==> src/rtl/uart_pkg.sv <==
// Shared definitions for the UART transmit scheduler and its bit-rate divider.
package uart_pkg;

    localparam int unsigned BYTE_W          = 8;
    localparam int unsigned CLK_DIV_DEF     = 16;
    localparam int unsigned FRAME_TICKS_DEF = 12;

    typedef enum logic [1:0] {
        ST_IDLE = 2'd0,
        ST_LOAD = 2'd1,
        ST_WAIT = 2'd2
    } sched_state_e;

endpackage

==> src/rtl/uart_baud_tick.sv <==
// Free-running bit-rate divider: one-cycle tick in the cycle after the count wraps.
module uart_baud_tick
    import uart_pkg::*;
#(
    parameter int unsigned CLK_DIV = CLK_DIV_DEF
) (
    input  logic clk,
    input  logic rst_,
    output logic tick
);

    localparam int unsigned DIV_W = (CLK_DIV > 1) ? $clog2(CLK_DIV) : 1;

    logic [DIV_W-1:0] div_q;
    logic [DIV_W-1:0] div_d;
    logic             tick_q;
    logic             wrap;

    assign wrap  = (div_q == DIV_W'(CLK_DIV - 1));
    assign div_d = wrap ? '0 : div_q + DIV_W'(1);

    always_ff @(posedge clk or negedge rst_) begin
        if (!rst_) begin
            div_q  <= '0;
            tick_q <= 1'b0;
        end else begin
            div_q  <= div_d;
            tick_q <= wrap;
        end
    end

    assign tick = tick_q;

endmodule

==> src/rtl/uart_tx_sched.sv <==
// Round-robin scheduler sharing one UART byte transmitter among NREQ requesters.
// Grants one byte per frame and blocks further loads until the frame has elapsed.
module uart_tx_sched
    import uart_pkg::*;
#(
    parameter int unsigned NREQ        = 4,
    parameter int unsigned CLK_DIV     = CLK_DIV_DEF,
    parameter int unsigned FRAME_TICKS = FRAME_TICKS_DEF
) (
    input  logic                       clk,
    input  logic                       rst_,
    input  logic                       sched_en,
    input  logic [NREQ-1:0]            req_valid,
    input  logic [BYTE_W*NREQ-1:0]     req_data,
    output logic [NREQ-1:0]            req_ready,
    output logic                       tx_en,
    output logic                       tx_bt,
    output logic [BYTE_W-1:0]          tx_din,
    output logic                       busy,
    output logic [$clog2(NREQ)-1:0]    grant_id
);

    localparam int unsigned ID_W   = $clog2(NREQ);
    localparam int unsigned FCNT_W = $clog2(FRAME_TICKS);

    sched_state_e      state_q, state_d;
    logic [ID_W-1:0]   last_q, last_d;
    logic [ID_W-1:0]   grant_q, grant_d;
    logic              tx_bt_q, tx_bt_d;
    logic [BYTE_W-1:0] tx_din_q, tx_din_d;
    logic [FCNT_W-1:0] fcnt_q, fcnt_d;
    logic              busy_q, busy_d;

    logic              win_found;
    logic [ID_W-1:0]   win_idx;
    logic [ID_W-1:0]   cand;
    logic              grant_ok;

    uart_baud_tick #(
        .CLK_DIV (CLK_DIV)
    ) u_baud_tick (
        .clk  (clk),
        .rst_ (rst_),
        .tick (tx_en)
    );

    // Round-robin search starting just after the last granted requester.
    always_comb begin
        win_found = 1'b0;
        win_idx   = '0;
        cand      = '0;
        for (int unsigned i = 1; i <= NREQ; i++) begin
            cand = ID_W'((32'(last_q) + i) % NREQ);
            if (!win_found && req_valid[cand]) begin
                win_found = 1'b1;
                win_idx   = cand;
            end
        end
    end

    // rst_ gates the combinational accept so it is low while reset is held.
    assign grant_ok = (state_q == ST_IDLE) && sched_en && rst_ && win_found;

    always_ff @(posedge clk or negedge rst_) begin
        if (!rst_) begin
            state_q  <= ST_IDLE;
            last_q   <= ID_W'(NREQ - 1);
            grant_q  <= '0;
            tx_bt_q  <= 1'b0;
            tx_din_q <= '0;
            fcnt_q   <= '0;
            busy_q   <= 1'b0;
        end else begin
            state_q  <= state_d;
            last_q   <= last_d;
            grant_q  <= grant_d;
            tx_bt_q  <= tx_bt_d;
            tx_din_q <= tx_din_d;
            fcnt_q   <= fcnt_d;
            busy_q   <= busy_d;
        end
    end

    always_comb begin
        state_d = state_q;
        case (state_q)
            ST_IDLE: if (grant_ok) state_d = ST_LOAD;
            ST_LOAD: if (tx_en) state_d = ST_WAIT;
            ST_WAIT: if (tx_en && (fcnt_q == FCNT_W'(1))) state_d = ST_IDLE;
            default: state_d = ST_IDLE;
        endcase
    end

    always_comb begin
        req_ready = '0;
        last_d    = last_q;
        grant_d   = grant_q;
        tx_bt_d   = tx_bt_q;
        tx_din_d  = tx_din_q;
        fcnt_d    = fcnt_q;
        case (state_q)
            ST_IDLE: begin
                if (grant_ok) begin
                    req_ready[win_idx] = 1'b1;
                    tx_din_d           = req_data[BYTE_W*win_idx +: BYTE_W];
                    last_d             = win_idx;
                    grant_d            = win_idx;
                    tx_bt_d            = 1'b1;
                end
            end
            ST_LOAD: begin
                if (tx_en) begin
                    tx_bt_d = 1'b0;
                    fcnt_d  = FCNT_W'(FRAME_TICKS - 1);
                end
            end
            ST_WAIT: begin
                if (tx_en && (fcnt_q != FCNT_W'(1))) fcnt_d = fcnt_q - FCNT_W'(1);
            end
            default: ;
        endcase
        busy_d = (state_d != ST_IDLE);
    end

    assign tx_bt    = tx_bt_q;
    assign tx_din   = tx_din_q;
    assign busy     = busy_q;
    assign grant_id = grant_q;

endmodule

==> config.mk <==
export PLATFORM = sky130hd
export DESIGN_NAME = uart_tx_sched
export DESIGN_NICKNAME = d
export VERILOG_FILES = /design/src/rtl/uart_pkg.sv /design/src/rtl/uart_baud_tick.sv /design/src/rtl/uart_tx_sched.sv
export SDC_FILE = /design/constraint.sdc
export NUM_CORES = 1
export LEC_CHECK = 0
export ABC_AREA = 1
export CAP_MARGIN = 0
export CORE_AREA = 2 2 61 63
export CTS_BUF_LIST = sky130_fd_sc_hd__clkbuf_4 sky130_fd_sc_hd__clkbuf_8
export DETAILED_ROUTE_END_ITERATION = 6
export DIE_AREA = 0 0 63 65
export PLACE_DENSITY_LB_ADDON = 0.15
export SYNTH_ARGS = -nofsm -noshare
export SYNTH_HDL_FRONTEND = slang
export SYNTH_SLANG_ARGS = --single-unit
==> constraint.sdc <==
create_clock -name clk -period 6.46 [get_ports clk]
set_input_delay 1.615 -clock clk [delete_from_list [all_inputs] [get_ports clk]]
set_output_delay 1.615 -clock clk [all_outputs]
set_load 0.01 [all_outputs]
==> impl_results.md <==
* Status: finished, final reports clean
* Starting density of the core at 0.491
* Root Buffer: clkbuf_4
* Largest net degree at the start of global routing at 26
* Die Y at 65 um
* Placed Area at 2290 um2
* WHS at 0.502 ns
* Worst endpoint required time at 4.85 ns
* Ant diodes at 0
* HPWL Detailed at 3030 um
* Register area at 628 um2
* Hold path cells at 2
* Antenna viol nets, final at 0
* Crit end category: primary output
* Synth Register Bits at 25
* CTS tree: built
* Worst r2r path cells at 12
* # setup viols final at 0
* Class of the worst hold path: flip-flop to flip-flop
* Placement Rows at 22
* Starting DRT DRC Count at 85
* Drt drc at 0
* RR Startpoint: last_q[0]$_DFFE_PN1P_
* Syn-to-layout area delta at 35.3%
* CP startpoint: req_valid[3]
* Top cell type's share of synthesized area at 0.336
* Netlist cell types at 26
* Max VDD drop at 0.0969 mV
* Combinational fraction of design power at 0.303
* H-Tree Depth at 1
* CTS sink count at 25
* Mapped Area at 1720 um2
* Via count at 1,662
* Largest buffer count on any clock path at 2
* Pwr/cell area at 147 nW/um2
* Fillers at 321
* Hold_sp: tx_din[7]$_DFFE_PN0P_
* First-pass GRT wire length at 6640 um
* Die Width at 63 um
* First-pass detailed-route iteration total at 4
* Clock skew at 0.00677 ns
* Slew HR at 0.748
* Sw frac at 0.319
* Placed insts at 348
* Int Power at 232 uW
* WS Path Type: input port to primary output
* Final hold violations at 0
* Most common cell after layout, fill and taps aside: nand2_1
* Non-Filler Instances at 352
* Worst-path clk slew at 0.15 ns
* Vias in the first global route at 1,533
* Cts hold-fix bufs at 0
* Global Route Usage Sum at 0.207
* Core ar. at 3500 um2
* Routed WL per cell at 11.0 um
* Total global routing overflow at 0
* Initial antenna violation count at 0
* Share of cells above drive strength 1 at 0.122
* Seq/Total Area, Yosys at 0.366
* Max-Cap Viols at 0
* Full die area at 4100 um2
* Final worst slack at 0.971 ns
* Slew Viols, Final at 0
* Setup TNS at 0 ns
* I/O pin count at 56
* Syn Inst Count at 248
* Routed WL at 3860 um
* Setup bufs post-CTS at 0
* Clock share of power at 0.218
* Largest cells by area after synthesis: dfrtp_1 34%, nand2_1 17%, nand3_1 11%, inv_1 9.2%, nand2_2 3.3%
* Syn. warnings at 0
* RSZ-0062 raised after global routing: no
* Final worst-path cycle share at 0.850
* Startpoint Class: input port
* Post-synthesis net count at 290
* Worst-margin pin slew at 0.378 ns
* IO buf count at 55
* Lkg Pwr at 0.00122 uW
* Layout Nets at 347
* Sequential group share of total power at 0.479
* Synth area leader: dfrtp_1
* Achievable frequency at 182 MHz
* Critical Path AT at 3.87 ns
* Setup slack at placement at 0.978 ns
* Multi-input gate area at 858 um2
* Syn Area/Cell at 6.92 um2
* Switching pwr at 109 uW
* Commonest cells after routing, fill and taps aside: 77 x nand2_1, 55 x clkdlybuf4s50_1, 42 x inv_1
* CTS Buf Count at 3
* Post-CTS sizing at 0
* Finished Cell Area at 2320 um2
* Clock Latency Late Sink at 0.33 ns
* DR vias/cell at 4.72
* GPL Wtd Cong at 0.839
* Peak fanout along the critical path at 25
* Fin crit period at 5.49 ns
## power groups by stage
stage / registers [uW] / clock network (uW) / logic, uW
detailed placement: 166 / 0 / 104
global route: 164 / 83.4 / 116
floorplan: 165 / 0 / 68.5
global placement: 166 / 0 / 102
finish: 163 / 74.5 / 103
CTS: 163 / 77.5 / 104
## registers in the layout, indices dropped and copies added, names as in the netlist
register and count:
busy 1, fcnt_q 4, grant_id 2, last_q 2, state_q 2, tx_bt 1, tx_din 8, u_baud_tick.div_q 4
u_baud_tick.tick 1
## stage by stage
stage | utilization | power (uW)
6_report | 0.664 | 341
5_1_grt | 0.664 | 363
4_1_cts | 0.664 | 345
3_5_place_dp | 0.655 | 270
3_3_place_gp | 0.655 | 268
2_1_floorplan | - | 234
## routing by layer
metal  wire, um  share of wire  global-route usage
met5          0              0                   0
met4         64          0.017              0.0806
met3        246          0.064              0.0399
met2       1780           0.46               0.348
met1       1770           0.46               0.263
## kinds of logic after synthesis
logic type      synth area share
flops                      0.366
buf+inv                    0.133
xor+xnor                  0.0102
fa+ha+maj                 0.0219
compound gates            0.0314
simple gates               0.437
## Yosys cell counts
master / n
or2_1: 3
dfstp_2: 2
nor2_4: 1
nor3_1: 1
inv_1: 42
a21oi_2: 1
inv_4: 1
nand3_1: 39
buf_2: 1
nand2_4: 5
a21oi_1: 3
nor2_1: 12
nand4_1: 1
nand2_1: 77
nor2_2: 2
or2_2: 7
inv_2: 1
o21ai_1: 1
inv_8: 1
ha_1: 3
dfrtp_1: 23
nand3_2: 1
xor2_1: 2
o21ai_0: 5
buf_6: 4
nand2_2: 9
## area by class of cell
class / instances / share of cell area
clock inverter: 1 / 0.00323
multi-input combinational: 173 / 0.370
timing repair buffer: 57 / 0.244
tap: 48 / 0.0259
sequential: 25 / 0.271
inverter: 45 / 0.0771
clock buffer: 3 / 0.00970
## final timing paths
kind / to / slack (ns)
worst max-delay path: req_ready[1] / 0.97
worst min-delay path: tx_din[7]$_DFFE_PN0P_ / 0.50
worst max register to register: tx_din[5]$_DFFE_PN0P_ / 4.32
worst min register to register: tx_din[7]$_DFFE_PN0P_ / 0.50
max in group asynchronous: last_q[0]$_DFFE_PN1P_ / 4.48
min in group asynchronous: tx_bt$_DFFE_PN0P_ / 1.68
## critical path: stages
cell,delay [ns]
clkdlybuf4s50_1,0.49
inv_1,0.05
nand2_1,0.06
nand2_1,0.07
nand2_1,0.06
nand2_1,0.06
nand2_1,0.06
nand2_1,0.08
nor2_2,0.13
nand2_4,0.11
nand2_4,0.20
nand2_1,0.15
nor2_1,0.16
clkdlybuf4s50_1,0.56
(Power assumes the default switching activity.)
